File: config.mk
export PLATFORM = sky130hd
export DESIGN_NAME = clk_period_meter
export DESIGN_NICKNAME = d
export VERILOG_FILES = /design/src/rtl/clk_period_meter.sv
export SDC_FILE = /design/constraint.sdc
export NUM_CORES = 1
export LEC_CHECK = 0
export ABC_AREA = 1
export BUFFER_PORTS_ARGS = -buffer_cell sky130_fd_sc_hd__clkbuf_2
export CELL_PAD_IN_SITES_DETAIL_PLACEMENT = 1
export CELL_PAD_IN_SITES_GLOBAL_PLACEMENT = 1
export CORE_ASPECT_RATIO = 1.2
export CORE_UTILIZATION = 46
export DETAILED_ROUTE_END_ITERATION = 10
export PLACE_DENSITY_LB_ADDON = 0.15
export SYNTH_ARGS = -nofsm -noshare
export SYNTH_HDL_FRONTEND = slang
export SYNTH_SLANG_ARGS = --single-unit
File: constraint.sdc
create_clock -name clk -period 3.03 [get_ports clk]
set_input_delay 0.1515 -clock clk [delete_from_list [all_inputs] [get_ports clk]]
set_output_delay 0.1515 -clock clk [all_outputs]
set_load 0.01 [all_outputs]
File: src/rtl/clk_period_meter.sv
// clk_period_meter
//   Measures the period and high time of an asynchronous divided clock in
//   units of the system clock. It compares the measured period with the
//   programmed divide ratio and flags a missing edge with a sticky error bit.
//
// Ports
//   clk          system clock; all flops are clocked on its rising edge
//   rst_n        asynchronous active-low reset
//   div_clk      divided clock under test (asynchronous to clk)
//   enable       1 = measure, 0 = idle
//   expected_n   divide ratio programmed into the divider (unsigned)
//   period       last measured div_clk period, in clk cycles
//   high_time    clk cycles div_clk was high during the last period
//   meas_valid   one-cycle pulse when period/high_time update
//   match        last period equals expected_n (only when expected_n >= 2)
//   timeout_err  sticky missing-edge flag; cleared while enable = 0
//   meas_count   number of completed measurements (wraps)
module clk_period_meter (
    input  logic        clk,
    input  logic        rst_n,
    input  logic        div_clk,
    input  logic        enable,
    input  logic [31:0] expected_n,
    output logic [31:0] period,
    output logic [31:0] high_time,
    output logic        meas_valid,
    output logic        match,
    output logic        timeout_err,
    output logic [15:0] meas_count
);

    typedef enum logic [1:0] {StIdle, StArm, StMeas} state_e;

    localparam logic [31:0] CntMax = 32'hFFFF_FFFF;

    state_e state_q, state_d;

    logic        sync1_q, sync2_q, prev_q;
    logic        rise;
    logic        timeout;
    logic [31:0] cnt_q, hcnt_q;
    logic [31:0] period_q, high_time_q;
    logic        meas_valid_q, match_q, timeout_err_q;
    logic [15:0] meas_count_q;

    // Control strobes decoded from the FSM
    logic load_cnt, record, inc_cnt, set_timeout;

    // ------------------------------------------------------------------
    // Synchronizer and edge detector (kept running even when idle)
    // ------------------------------------------------------------------
    always_ff @(posedge clk or negedge rst_n) begin
        if (!rst_n) begin
            sync1_q <= 1'b0;
            sync2_q <= 1'b0;
            prev_q  <= 1'b0;
        end else begin
            sync1_q <= div_clk;
            sync2_q <= sync1_q;
            prev_q  <= sync2_q;
        end
    end

    assign rise = sync2_q & ~prev_q;

    // Limit is 2*expected_n at 33 bits so a large ratio cannot overflow.
    always_comb begin
        timeout = 1'b0;
        if (state_q == StMeas && enable && !rise && expected_n != 32'd0) begin
            timeout = {1'b0, cnt_q} > {expected_n, 1'b0};
        end
    end

    // ------------------------------------------------------------------
    // FSM: state register
    // ------------------------------------------------------------------
    always_ff @(posedge clk or negedge rst_n) begin
        if (!rst_n) begin
            state_q <= StIdle;
        end else begin
            state_q <= state_d;
        end
    end

    // ------------------------------------------------------------------
    // FSM: next state
    // ------------------------------------------------------------------
    always_comb begin
        state_d = state_q;
        if (!enable) begin
            state_d = StIdle;
        end else begin
            unique case (state_q)
                StIdle:  state_d = StArm;
                StArm:   if (rise) state_d = StMeas;
                StMeas:  if (timeout) state_d = StArm;
                default: state_d = StIdle;
            endcase
        end
    end

    // ------------------------------------------------------------------
    // FSM: output decode
    // ------------------------------------------------------------------
    always_comb begin
        load_cnt    = 1'b0;
        record      = 1'b0;
        inc_cnt     = 1'b0;
        set_timeout = 1'b0;
        if (enable) begin
            unique case (state_q)
                StArm: begin
                    load_cnt = rise;
                end
                StMeas: begin
                    // A rise in the same cycle as a timeout wins.
                    load_cnt    = rise;
                    record      = rise;
                    set_timeout = timeout;
                    inc_cnt     = !rise && !timeout;
                end
                default: ;
            endcase
        end
    end

    // ------------------------------------------------------------------
    // Counters
    // ------------------------------------------------------------------
    always_ff @(posedge clk or negedge rst_n) begin
        if (!rst_n) begin
            cnt_q  <= 32'd0;
            hcnt_q <= 32'd0;
        end else if (!enable) begin
            cnt_q  <= 32'd0;
            hcnt_q <= 32'd0;
        end else if (load_cnt) begin
            // The rise cycle itself is the first cycle of the new period.
            cnt_q  <= 32'd1;
            hcnt_q <= 32'd1;
        end else if (inc_cnt) begin
            if (cnt_q != CntMax) begin
                cnt_q <= cnt_q + 32'd1;
            end
            if (sync2_q && hcnt_q != CntMax) begin
                hcnt_q <= hcnt_q + 32'd1;
            end
        end
    end

    // ------------------------------------------------------------------
    // Result registers
    // ------------------------------------------------------------------
    always_ff @(posedge clk or negedge rst_n) begin
        if (!rst_n) begin
            period_q      <= 32'd0;
            high_time_q   <= 32'd0;
            meas_valid_q  <= 1'b0;
            match_q       <= 1'b0;
            timeout_err_q <= 1'b0;
            meas_count_q  <= 16'd0;
        end else begin
            meas_valid_q <= record;
            if (record) begin
                period_q     <= cnt_q;
                high_time_q  <= hcnt_q;
                match_q      <= (cnt_q == expected_n) && (expected_n >= 32'd2);
                meas_count_q <= meas_count_q + 16'd1;
            end
            if (!enable) begin
                timeout_err_q <= 1'b0;
            end else if (set_timeout) begin
                timeout_err_q <= 1'b1;
            end
        end
    end

    assign period      = period_q;
    assign high_time   = high_time_q;
    assign meas_valid  = meas_valid_q;
    assign match       = match_q;
    assign timeout_err = timeout_err_q;
    assign meas_count  = meas_count_q;

endmodule

==> reports/qor.tcl, run 1 <==
set qor(synth_sequential_area_ratio) 0.400
set qor(leak_pwr_nw) 5.46
set qor(cts_repair_resize_count) 0
set qor(register_bit_total_from_synthesis) 152
set qor(drt_pre_antenna_iters) 4
set qor(core_area_um2) 20300
set qor(clk-insertion-delay-late_ns) 0.44
set qor(area_growth_syn_to_fin_pct) 15.8
set qor(switching_share) 0.295
set qor(numPlacedInstances) 1647
set qor(yosysMostFrequentCell) {sky130_fd_sc_hd__nand2_1}
set qor(synth.largest_area_cell) {sky130_fd_sc_hd__dfrtp_1}
set qor(timing.critical_path.mode_cell) {sky130_fd_sc_hd__nor2_4}
set qor(worst_hold_slack_ns) 0.0912
set qor(width_of_the_die_um) 133
set qor(avgSynthCellArea_um2) 7.34
set qor(p_comb_frac) 0.122
set qor(path_cells) {ha_1 -> nand2_2 -> nor2_4 -> nand2_4 -> nor2_4 -> nand3_2 -> nor3_2 -> nand4_2 -> nand3_4 -> buf_4 -> nand3_1 -> nand2_1}
set qor(antenna_found_initial) 0
set qor(start_util) 0.470
set qor(cp_slowest_stage_delay_ns) 0.53
set qor(worstPathArrival_ns) 2.90
set qor(post_synth_main_area_contributors) {sky130_fd_sc_hd__dfrtp_1 (40%), sky130_fd_sc_hd__nand2_1 (15%), sky130_fd_sc_hd__nand3_1 (5.9%)}
set qor(die-area_um2) 21300
set qor(cts-htree-levels) 4
set qor(synth-edff-count) 0
set qor(design.portCount) 119
set qor(mappedNetlistArea_um2) 9510
set qor(crit_path_top_delay_cell) {sky130_fd_sc_hd__dfrtp_1}
set qor(fillers) 2630
set qor(mappedNetlistNets) 1369
set qor(dpl_cell_area_um2) 10400
set qor(buffer_ports.inserted) 118
set qor(tritoncts) {built}
set qor(critical_path_buf_inv_count) 1
set qor(final_weighted_congestion_of_routability_driven_global_placement) 0.938
set qor(p_per_area_nw_per_um2) 464
set qor(cap_viol_max_count) 0
set qor(final_max_slew_viol_count) 0
set qor(groute.layer.met2.usage) 0.559
set qor(fin_nets) 1476
set qor(achievable-frequency_mhz) 396
set qor(power.ir.vdd_worst_v) 0.000436
set qor(netlist_top_cells_count) {sky130_fd_sc_hd__nand2_1 (386), sky130_fd_sc_hd__dfrtp_1 (152), sky130_fd_sc_hd__inv_1 (134)}
set qor(final_cell_area_um2) 11000
set qor(cts-buffers-inserted) 17
set qor(crit_path_end_kind) {flip-flop}
set qor(fraction_of_final_layout_cells_sized_beyond_drive_strength_1) 0.147
set qor(detailed_place_hpwl_um) 22600
set qor(grt.total_usage) 0.301
set qor(status) {finished, final reports clean}
set qor(finalWorstPathRequiredPeriod_ns) 2.53
set qor(worst_path_dominant_cell_family) {simple AND/OR/NAND/NOR gates}
set qor(final_antenna_diode_count) 0
set qor(global_route_met1_usage) 0.325
set qor(grt.met3_usage) 0.0411
set qor(number_of_setup_violations_in_the_final_report) 0
set qor(grt_pass1_wl_um) 50100
set qor(drc_errors) 0
set qor(setup_tns_ns) 0
set qor(fin_cells) 1681
set qor(drt-vias-per-instance) 5.42
set qor(grt_max_degree) 90
set qor(clk_pin_slew_ns) 0.07
set qor(cp_data_required_time_ns) 3.40
set qor(num_vias) 9109
set qor(worst_slew_pin_slew_ns) 0.715
set qor(period_share) 0.834
set qor(post-synth-top-area-fraction) 0.400
set qor(max_slew_margin) 0.523
set qor(initialDrtViolationCount) 350
set qor(cellInternalPower_mw) 3.61
set qor(timing.setup.critical_path_class) {flip-flop to flip-flop}
set qor(number_of_global_route_vias_before_repair) 9745
set qor(yosys_most_used_dff) {sky130_fd_sc_hd__dfrtp_1}
set qor(drt_wl_total_um) 30600
set qor(worst_hold_path_type) {input port to flip-flop}
set qor(routedWlPerCell_um) 18.2
set qor(synth_cells) 1296
set qor(portion_of_total_power_attributed_to_sequential_cells) 0.424
set qor(synthArstFlopShare) 1.00
set qor(cts.root.buffer_cell) {sky130_fd_sc_hd__clkbuf_16}
set qor(worst_setup_path_start_kind) {flip-flop}
set qor(switchingPower_mw) 1.51
set qor(grt.overflow.total) 0
set qor(drtAntennaViolNets) 0
set qor(power_frac_clock) 0.454
set qor(grt-busiest-layer) {met2}
set qor(dieHeight_um) 160
set qor(final_util) 0.544
set qor(cts-root-to-sink-buffers) 2
set qor(fin_worst_skew_ns) 0.0118
set qor(placement_rows) 57
set qor(synth.distinct_cells) 38
set qor(rsz0062_at_grt) {false}
set qor(ys.warnings.count) 0
set qor(clkSinkCount) 152
set qor(final-hold-violation-count) 0
set qor(cp_max_fo) 32
==> worst reg2reg max path, stage by stage (launching register included) <==
cell and delay (ns):
sky130_fd_sc_hd__dfrtp_1 0.53, sky130_fd_sc_hd__ha_1 0.30, sky130_fd_sc_hd__nand2_2 0.10, sky130_fd_sc_hd__nor2_4 0.14, sky130_fd_sc_hd__nand2_4 0.08, sky130_fd_sc_hd__nor2_4 0.12, sky130_fd_sc_hd__nand3_2 0.08, sky130_fd_sc_hd__nor3_2 0.19
sky130_fd_sc_hd__nand4_2 0.16, sky130_fd_sc_hd__nand3_4 0.15, sky130_fd_sc_hd__buf_4 0.37, sky130_fd_sc_hd__nand3_1 0.15, sky130_fd_sc_hd__nand2_1 0.10
==> routing by layer <==
metal / vias to the layer above / wire length, um / part of all wire
met1: 4495 / 11900 / 0.39
met5: - / 0 / 0
met2: 166 / 16500 / 0.54
met4: 0 / 1520 / 0.050
met3: 82 / 672 / 0.022
li1: 4366 / - / -
==> power by group through the flow <==
stage                     Combinational, mW  Sequential, mW  Clock (mW)
after global placement                0.599            2.20           0
after detailed placement              0.618            2.20           0
final                                 0.626            2.17        2.32
after global routing                  0.702            2.17        2.42
after floorplan                       0.366            2.20           0
after CTS                             0.632            2.17        2.34
==> flip-flops by register name, indices dropped and copies added (netlist names), 2 cells and up <==
register	count
high_time	32
cnt_q	32
period	32
hcnt_q	32
state_q	2
meas_count	16
==> through the flow <==
step	worst slack [ns]	power (mW)
2_1_floorplan	1.10	2.57
3_3_place_gp	0.623	2.80
3_5_place_dp	0.545	2.82
4_1_cts	0.499	5.14
5_1_grt	0.298	5.30
6_report	0.503	5.11
==> cells by family (layout without fill, tap and decap cells) <==
group	count (synthesis)	count (layout)	share of synthesized area
DFF	152	152	0.400
AOI/OAI and AO/OA	82	82	0.0439
buffers and inverters	199	319	0.0865
xor gates and xnor gates	72	72	0.0663
and+or+nand+nor	754	754	0.355
adders and majority gates	37	37	0.0487
==> cell usage in the layout, fill, tap and decap left out, types with 3 or more instances in the layout <==
cell type / instances
sky130_fd_sc_hd__nor3_1: 62
sky130_fd_sc_hd__ha_1: 37
sky130_fd_sc_hd__nor3_2: 5
sky130_fd_sc_hd__a21oi_1: 18
sky130_fd_sc_hd__inv_6: 5
sky130_fd_sc_hd__nand2_4: 4
sky130_fd_sc_hd__nand3_2: 4
sky130_fd_sc_hd__nand3_1: 112
sky130_fd_sc_hd__nand2_1: 385
sky130_fd_sc_hd__nor2_4: 4
sky130_fd_sc_hd__nor3b_1: 3
sky130_fd_sc_hd__clkbuf_2: 117
sky130_fd_sc_hd__nor2_2: 3
sky130_fd_sc_hd__inv_1: 134
sky130_fd_sc_hd__nor2_1: 106
sky130_fd_sc_hd__inv_2: 6
sky130_fd_sc_hd__bufinv_16: 3
sky130_fd_sc_hd__xnor2_1: 28
sky130_fd_sc_hd__o21ai_0: 61
sky130_fd_sc_hd__clkbuf_16: 17
sky130_fd_sc_hd__xor2_1: 44
sky130_fd_sc_hd__nand4_1: 36
sky130_fd_sc_hd__dfrtp_1: 152
sky130_fd_sc_hd__nor4_1: 21
sky130_fd_sc_hd__buf_4: 23
sky130_fd_sc_hd__inv_8: 4
==> final timing paths <==
path,from,depth (start not counted),endpoint,slack (ns)
worst max-delay path,cnt_q[0],12,cnt_q[7],0.50
worst min-delay path,enable,3,timeout_err,0.09
worst max register to register,cnt_q[0],12,cnt_q[7],0.50
worst min register to register,sync1_q,0,sync2_q,0.35
max in group asynchronous,rst_n,3,period[18],2.01
min in group asynchronous,rst_n,2,meas_count[14],0.25
==> final cells by class <==
cell class / instances / area (um2) / share of cell area
multi-input combinational: 945 / 4890 / 0.444
sequential: 152 / 3800 / 0.345
timing repair buffer: 145 / 830 / 0.0753
inverter: 142 / 533 / 0.0484
clock buffer: 17 / 425 / 0.0386
tap: 265 / 332 / 0.0301
clock inverter: 15 / 201 / 0.0183
==> repair_timing <==
item | CTS | global route
buffers inserted | 0 | 0
hold buffers | 2 | 0
endpoints found under the hold margin | 55 | 0
Note: power is estimated with default switching activity, not from simulation.
==> run 2: changes to the inputs <==
- CORE_UTILIZATION: 46 -> 43
- clock period: 3.03 -> 2.5 ns (I/O delays scaled with it)
==> run 2 against run 1 <==
Utilization is 2.6 points lower. Clock skew is 0.0029 ns lower. Maximum frequency is 6.2% higher. Largest cell class unchanged. Clock power is 14% higher. Combinational power is 26% higher. Die area is 6.9% higher. Clock-buffer cell count stayed put. Critical path depth is 1 lower. Worst hold slack better by 0.023 ns. Global-route usage is 1.6 points lower.
==> reports/qor.tcl, run 2 (synthesis results as in run 1) <==
set qor(width_of_the_die_um) 138 ;# +3.4%
set qor(worstHoldStart) {enable}
set qor(cts.root.buffer_cell) {sky130_fd_sc_hd__clkbuf_16}
set qor(grt.total_usage) 0.285 ;# -0.0162
set qor(crit_path_end_kind) {flip-flop}
set qor(worstPathArrival_ns) 2.71 ;# -0.19 ns
set qor(area_growth_syn_to_fin_pct) 18.3
set qor(final_util) 0.518 ;# -0.0256
set qor(detailed_place_hpwl_um) 23300 ;# +3.1%
set qor(hold-path-endpoint) {timeout_err}
set qor(crit_path_top_delay_cell) {sky130_fd_sc_hd__dfrtp_1}
set qor(cp_slowest_stage_delay_ns) 0.48 ;# -0.05 ns
set qor(drt_wl_total_um) 30800 ;# +0.72%
set qor(worst_hold_path_type) {input port to flip-flop}
set qor(number_of_setup_violations_in_the_final_report) 0 ;# unchanged
set qor(design_power_total_mw) 6.04 ;# +18%
set qor(switching_share) 0.316 ;# +0.0210
set qor(fraction_of_final_layout_cells_sized_beyond_drive_strength_1) 0.162 ;# +0.0148
set qor(reg2reg_setup_slack_ns) 0.12 ;# -0.38 ns
set qor(start_util) 0.438 ;# -0.0314
set qor(p_comb_frac) 0.131 ;# +0.009
set qor(cts_post_setup_buffers_inserted) 0 ;# unchanged
set qor(critical_path.reg2reg.startpoint) {cnt_q[24]}
set qor(clkSinkCount) 152 ;# unchanged
set qor(cp_data_required_time_ns) 2.83 ;# -0.57 ns
set qor(drtAntennaViolNets) 0 ;# unchanged
set qor(power.ir.vdd_worst_v) 0.000502 ;# +15%
set qor(drc_errors) 0 ;# unchanged
set qor(worst_r2r_endpoint) {cnt_q[3]}
set qor(switchingPower_mw) 1.91 ;# +27%
set qor(cellInternalPower_mw) 4.13 ;# +15%
set qor(finalWorstPathRequiredPeriod_ns) 2.38 ;# -0.147 ns
set qor(path_cells) {ha_1 -> a21oi_1 -> o21a_1 -> a21oi_1 -> nor2_1 -> nand2_1 -> nand2_4 -> nand3_4 -> buf_4 -> nand3_1 -> nand2_1}
set qor(cap_viol_max_count) 0 ;# unchanged
set qor(rsz0062_at_grt) {false}
set qor(initialDrtViolationCount) 349 ;# -0.29%
set qor(power_frac_clock) 0.437 ;# -0.017
set qor(p_per_area_nw_per_um2) 537 ;# +16%
set qor(mostFrequentLayoutCells) {sky130_fd_sc_hd__nand2_1 (385), sky130_fd_sc_hd__dfrtp_1 (152), sky130_fd_sc_hd__inv_1 (134)}
set qor(setup_tns_ns) 0 ;# unchanged
set qor(grt_pass1_wl_um) 48900 ;# -2.3%
set qor(fin_worst_skew_ns) 0.00898 ;# -0.00286 ns
set qor(drt-vias-per-instance) 5.32 ;# -1.8%
set qor(final_antenna_diode_count) 0 ;# unchanged
set qor(clk-insertion-delay-late_ns) 0.44 ;# about the same
set qor(period_share) 0.952 ;# +0.118
set qor(layout_commonest_cell) {sky130_fd_sc_hd__nand2_1}
set qor(fin_nets) 1501 ;# +1.7%
set qor(cts-htree-levels) 4 ;# unchanged
set qor(tritoncts) {built}
set qor(hold_depth) 4 ;# +1
set qor(core_area_um2) 21700 ;# +7.2%
set qor(design.portCount) 119 ;# unchanged
set qor(achievable-frequency_mhz) 420 ;# +6.2%
set qor(die-area_um2) 22700 ;# +6.9%
set qor(cts-root-to-sink-buffers) 2 ;# unchanged
set qor(leak_pwr_nw) 5.61 ;# +2.7%
set qor(final_max_slew_viol_count) 0 ;# unchanged
set qor(num_vias) 9122 ;# +0.14%
set qor(cts-buffers-inserted) 17 ;# unchanged
set qor(antenna_found_initial) 0 ;# unchanged
set qor(final_weighted_congestion_of_routability_driven_global_placement) 0.921 ;# -1.8%
set qor(grt.overflow.total) 0 ;# unchanged
set qor(worst_slew_pin_slew_ns) 0.639 ;# -0.0762 ns
set qor(placement_rows) 59 ;# +3.5%
set qor(cp_max_fo) 17 ;# -47%
set qor(number_of_global_route_vias_before_repair) 9327 ;# -4.3%
set qor(buffer_ports.inserted) 118 ;# unchanged
set qor(max_slew_margin) 0.574 ;# +0.0508
set qor(r2r_cells) 11 ;# -1
set qor(drt_pre_antenna_iters) 4 ;# unchanged
set qor(clk_pin_slew_ns) 0.08 ;# about the same
set qor(portion_of_total_power_attributed_to_sequential_cells) 0.432 ;# +0.008
set qor(timing.setup.critical_path_class) {flip-flop to flip-flop}
set qor(routedWlPerCell_um) 18.0 ;# -1.3%
set qor(dieHeight_um) 165 ;# +3.4%
set qor(status) {finished, final reports clean}
set qor(final-hold-violation-count) 0 ;# unchanged
set qor(grt_max_degree) 79 ;# -12%
set qor(worst_setup_path_start_kind) {flip-flop}
run 2: cell count changes in the layout (fill, tap and decap cells not counted), moves of 2 or more:
cell and delta:
sky130_fd_sc_hd__bufinv_16 -3, sky130_fd_sc_hd__clkinv_8 +4, sky130_fd_sc_hd__buf_12 +3, sky130_fd_sc_hd__inv_8 +2
sky130_fd_sc_hd__buf_4 +21, sky130_fd_sc_hd__inv_6 -3
run 2: metal layers:
metal	vias to the layer above	global-route usage	share of wire
li1	4440	-	-
met1	4445	0.316	0.39
met2	166	0.526	0.54
met3	71	0.0338	0.024
met4	0	0.148	0.043
met5	-	0	0
run 2: area by class of cell:
| class | instances | area, um2 |
|---|---|---|
| Fill cell | 2806 | 10500 |
| Multi-Input combinational cell | 945 | 4910 |
| Sequential cell | 152 | 3800 |
| Timing Repair Buffer | 170 | 1060 |
| Inverter | 142 | 533 |
| Clock buffer | 17 | 425 |
| Tap cell | 274 | 343 |
| Clock inverter | 15 | 175 |
run 2: critical path: cells and delay by family (launching register included):
family                   cells  cell delay [ns]
flip-flops                   1             0.48
AO/OA/AOI/OAI                3             0.40
AND/OR/NAND/NOR              6             0.83
buffers and inverters        1             0.23
adder cells (fa/ha/maj)      1             0.33
run 2: power groups by stage:
stage	sequential [mW]	combinational [mW]	clock [mW]
3_5_place_dp	2.66	0.786	0
2_1_floorplan	2.67	0.443	0
3_3_place_gp	2.66	0.766	0
6_report	2.61	0.790	2.64
5_1_grt	2.62	0.878	2.77
4_1_cts	2.61	0.796	2.69
run 2: how the worst max path moves through the flow:
stage / from / end / slack, ns / cells past startpoint
global route: cnt_q[31] / hcnt_q[29] / 0.04 / 14
global placement: cnt_q[30] / hcnt_q[10] / 0.14 / 12
finish: cnt_q[24] / cnt_q[3] / 0.12 / 11
CTS: cnt_q[24] / cnt_q[4] / 0.06 / 12
detailed placement: cnt_q[24] / cnt_q[15] / 0.11 / 12
floorplan: cnt_q[30] / hcnt_q[17] / 0.57 / 14
run 2: stage by stage:
| stage | std cells | area [um2] | setup WS [ns] | hold slack [ns] |
|---|---|---|---|---|
| after floorplan | 1296 | 9510 | 0.573 | -0.171 |
| after detailed placement | 1681 | 10600 | 0.108 | 0.175 |
| after global placement | 1681 | 10600 | 0.136 | 0.175 |
| final | 1715 | 11300 | 0.120 | 0.114 |
| after CTS | 1715 | 11200 | 0.0562 | 0.105 |
| after global routing | 1715 | 11300 | 0.0372 | 0.123 |
run 2: repair_timing:
| action | in CTS | in global routing |
|---|---|---|
| endpoints found under the hold margin | 64 | 0 |
| resized for setup | 0 | 4 |
| hold buffers | 2 | 0 |
| setup endpoints to repair | 0 | 61 |
==> run 3: changes to the inputs <==
- ABC_AREA: 1 -> 0
- CORE_UTILIZATION: 43 -> 44
==> run 3 against run 2 <==
The run now ends with negative setup slack left. Non-clock buffer count up 114. Via count down 5.9%. Clock-buffer cell count up 3. Highest routed layer unchanged. Synthesized cell count down 28%. Register-to-register slack worse by 0.81 ns. Critical path type unchanged. Critical endpoint is now hcnt_q[27].
==> reports/qor.tcl, run 3 <==
set qor(status) {complete, but fails checks}
set qor(violations_in_the_final_reports) {negative setup slack}
set qor(cp_max_fo) 8 ;# -9
set qor(power.ir.vdd_worst_v) 0.000523 ;# +4.3%
set qor(grt_pass1_wl_um) 47400 ;# -3.1%
set qor(fillers) 2061 ;# -27%
set qor(netlist_top_cells_count) {sky130_fd_sc_hd__nand2_1 (234), sky130_fd_sc_hd__dfrtp_1 (152), sky130_fd_sc_hd__a21oi_1 (58)}
set qor(drt_pre_antenna_iters) 7 ;# +3
set qor(switching_share) 0.291 ;# -0.0246
set qor(worst_hold_slack_ns) 0.140 ;# +0.0259 ns
set qor(buffer_ports.inserted) 118 ;# unchanged
set qor(synth.largest_area_cell) {sky130_fd_sc_hd__dfrtp_1}
set qor(clk_pin_slew_ns) 0.07 ;# about the same
set qor(p_comb_frac) 0.181 ;# +0.050
set qor(postLayoutSetupSlackWorst_ns) -0.689 ;# -0.808 ns
set qor(fraction_of_final_layout_cells_sized_beyond_drive_strength_1) 0.349 ;# +0.187
set qor(p_per_area_nw_per_um2) 555 ;# +3.4%
set qor(core_area_um2) 18200 ;# -16%
set qor(crit_path_end_kind) {flip-flop}
set qor(worst_setup_path_start_kind) {flip-flop}
set qor(numPlacedInstances) 1362 ;# -19%
set qor(num_vias) 8580 ;# -5.9%
set qor(mostFrequentLayoutCells) {sky130_fd_sc_hd__nand2_1 (233), sky130_fd_sc_hd__dfrtp_1 (151), sky130_fd_sc_hd__buf_4 (124)}
set qor(synth-edff-count) 0 ;# unchanged
set qor(drt-vias-per-instance) 6.00 ;# +13%
set qor(cts-root-to-sink-buffers) 2 ;# unchanged
set qor(max_slew_margin) 0.460 ;# -0.114
set qor(crit_path_top_delay_cell) {sky130_fd_sc_hd__or4_4}
set qor(drt_wl_total_um) 34100 ;# +11%
set qor(drtAntennaViolNets) 0 ;# unchanged
set qor(reg2reg_setup_slack_ns) -0.69 ;# -0.81 ns
set qor(achievable-frequency_mhz) 314 ;# -25%
set qor(leak_pwr_nw) 5.69 ;# +1.5%
set qor(cts-htree-levels) 4 ;# unchanged
set qor(detailed_place_hpwl_um) 19100 ;# -18%
set qor(rsz0062_at_grt) {true}
set qor(register_bit_total_from_synthesis) 152 ;# unchanged
set qor(switchingPower_mw) 1.86 ;# -2.7%
set qor(dieHeight_um) 151 ;# -8.3%
set qor(hold_depth) 3 ;# -1
set qor(start_util) 0.450 ;# +0.0113
set qor(hold-path-endpoint) {cnt_q[0]}
set qor(synthArstFlopShare) 1.00 ;# unchanged
set qor(final_max_slew_viol_count) 0 ;# unchanged
set qor(critical_path.reg2reg.startpoint) {cnt_q[21]}
set qor(worstPathArrival_ns) 3.53 ;# +0.82 ns
set qor(power_frac_clock) 0.418 ;# -0.019
set qor(synth_cells) 932 ;# -28%
set qor(worst_r2r_endpoint) {hcnt_q[27]}
set qor(cts.root.buffer_cell) {sky130_fd_sc_hd__clkbuf_16}
set qor(drc_errors) 0 ;# unchanged
set qor(post_synth_main_area_contributors) {sky130_fd_sc_hd__dfrtp_1 (47%), sky130_fd_sc_hd__nand2_1 (11%), sky130_fd_sc_hd__ha_1 (5.7%)}
set qor(synth.distinct_cells) 51 ;# +34%
set qor(worst_slew_pin_slew_ns) 0.802 ;# +0.164 ns
set qor(fin_nets) 1267 ;# -16%
set qor(cp_data_required_time_ns) 2.84 ;# about the same
set qor(portion_of_total_power_attributed_to_sequential_cells) 0.401 ;# -0.031
set qor(cp_slowest_stage_delay_ns) 0.61 ;# +0.13 ns
set qor(layout_commonest_cell) {sky130_fd_sc_hd__nand2_1}
set qor(number_of_setup_violations_in_the_final_report) 67 ;# +67
set qor(cellInternalPower_mw) 4.52 ;# +9.4%
set qor(initialDrtViolationCount) 657 ;# +88%
set qor(cap_viol_max_count) 0 ;# unchanged
set qor(ys.warnings.count) 0 ;# unchanged
set qor(antenna_found_initial) 0 ;# unchanged
set qor(number_of_global_route_vias_before_repair) 8616 ;# -7.6%
set qor(grt.overflow.total) 0 ;# unchanged
set qor(yosys_most_used_dff) {sky130_fd_sc_hd__dfrtp_1}
set qor(area_growth_syn_to_fin_pct) 40.6
set qor(grt_max_degree) 61 ;# -23%
set qor(width_of_the_die_um) 126 ;# -8.3%
set qor(design.portCount) 119 ;# unchanged
set qor(fin_cells) 1431 ;# -17%
set qor(worstHoldStart) {enable}
set qor(clkSinkCount) 152 ;# unchanged
set qor(cts-buffers-inserted) 17 ;# unchanged
set qor(placement_rows) 54 ;# -8.5%
set qor(final_antenna_diode_count) 0 ;# unchanged
set qor(final_weighted_congestion_of_routability_driven_global_placement) 0.906 ;# -1.7%
set qor(path_cells) {ha_4 -> nand4_1 -> or4_4 -> or3_4 -> and4_4 -> o211ai_4 -> buf_6 -> o21ai_1 -> a21oi_1}
set qor(clk-insertion-delay-late_ns) 0.43 ;# about the same
set qor(routedWlPerCell_um) 23.8 ;# +33%
set qor(mappedNetlistNets) 1005 ;# -27%
set qor(worst_hold_path_type) {input port to flip-flop}
set qor(post-synth-top-area-fraction) 0.465 ;# +0.0656
set qor(yosysMostFrequentCell) {sky130_fd_sc_hd__nand2_1}
set qor(timing.setup.critical_path_class) {flip-flop to flip-flop}
set qor(mappedNetlistArea_um2) 8170 ;# -14%
set qor(synth_sequential_area_ratio) 0.465 ;# +0.0656
set qor(finalWorstPathRequiredPeriod_ns) 3.19 ;# +0.808 ns
set qor(die-area_um2) 19100 ;# -16%
set qor(tritoncts) {built}
set qor(period_share) 1.28 ;# +0.323
set qor(r2r_cells) 9 ;# -2
set qor(grt.total_usage) 0.327 ;# +0.0422
set qor(final-hold-violation-count) 0 ;# unchanged
set qor(fin_worst_skew_ns) 0.0103 ;# +0.00129 ns
set qor(avgSynthCellArea_um2) 8.77 ;# +19%
==> run 3: cell count changes after synthesis, moves of 10 or more <==
cell | before | now
sky130_fd_sc_hd__nor3_1 | 62 | 9
sky130_fd_sc_hd__nor2_1 | 106 | 27
sky130_fd_sc_hd__nand2_1 | 386 | 234
sky130_fd_sc_hd__inv_1 | 134 | 46
sky130_fd_sc_hd__a21oi_1 | 18 | 58
sky130_fd_sc_hd__or3_1 | 0 | 41
sky130_fd_sc_hd__nand3_1 | 112 | 36
sky130_fd_sc_hd__and3_1 | 0 | 18
sky130_fd_sc_hd__nand4_1 | 36 | 26
==> run 3: worst max-delay path: cells and delay by family, from the launching register on <==
family | cells | cell delay (ns)
DFF | 1 | 0.44
buffers and inverters | 1 | 0.20
AOI/OAI and AO/OA | 3 | 0.73
adders and majority gates | 1 | 0.30
and+or+nand+nor | 4 | 1.40
==> run 3: timing repair <==
item                                    4_1_cts  5_1_grt
hold buffers                                  2        0
endpoints found under the setup margin       66       70
hold endpoints to repair                     46        0
resized for setup                            68       86
pin swaps                                    38       56
buffers inserted                             17       15
cloned                                        1        2
==> run 3: how the worst max path moves through the flow <==
stage / start / endpoint / slack [ns]
3_3_place_gp: cnt_q[30] / cnt_q[1] / -0.47
2_1_floorplan: cnt_q[29] / hcnt_q[23] / -0.25
4_1_cts: cnt_q[21] / hcnt_q[5] / -0.39
3_5_place_dp: cnt_q[30] / cnt_q[1] / -0.51
5_1_grt: cnt_q[21] / hcnt_q[27] / -0.74
6_report: cnt_q[21] / hcnt_q[27] / -0.69
==> run 3: layout make-up <==
| class | count | area, um2 | area share |
|---|---|---|---|
| clock inverter | 12 | 139 | 0.0121 |
| timing repair buffer | 284 | 2050 | 0.179 |
| inverter | 47 | 176 | 0.0154 |
| multi-input combinational | 692 | 4590 | 0.400 |
| clock buffer | 20 | 447 | 0.0389 |
| tap | 224 | 280 | 0.0244 |
| sequential | 152 | 3800 | 0.331 |
==> run 3: kinds of logic (layout without fill, tap and decap cells) <==
family | count (synthesis) | after routing | share of synthesized area
AO/OA/AOI/OAI | 152 | 153 | 0.109
XOR/XNOR | 58 | 58 | 0.0622
AND/OR/NAND/NOR | 440 | 440 | 0.256
adder cells (fa/ha/maj) | 37 | 37 | 0.0566
flip-flops | 152 | 152 | 0.465
multiplexers | 4 | 4 | 0.00490
buffers and inverters | 89 | 363 | 0.0455
==> run 3: per-stage QoR <==
step	setup slack, ns	TNS (ns)	total power [mW]	area, um2	util
after global routing	-0.737	-35.84	6.54	11500	0.632
final	-0.689	-31.51	6.38	11500	0.632
after floorplan	-0.254	-9.96	2.96	8270	-
after detailed placement	-0.515	-22.34	3.35	10000	0.550
after global placement	-0.473	-18.70	3.33	10000	0.550
after CTS	-0.387	-19.75	6.13	11000	0.605
==> run 3: power by group through the flow <==
stage	logic, mW	clock network, mW	registers (mW)
floorplan	0.348	0	2.61
global placement	0.736	0	2.60
detailed placement	0.755	0	2.60
CTS	0.911	2.66	2.55
global route	1.21	2.77	2.56
finish	1.15	2.66	2.56
==> run 3: metal layers <==
layer | up-vias | wire length [um] | track usage
met5 | - | 0 | 0
met4 | 0 | 2070 | 0.196
met3 | 141 | 1740 | 0.0611
met2 | 413 | 17500 | 0.589
met1 | 4297 | 12800 | 0.360
li1 | 3729 | - | -
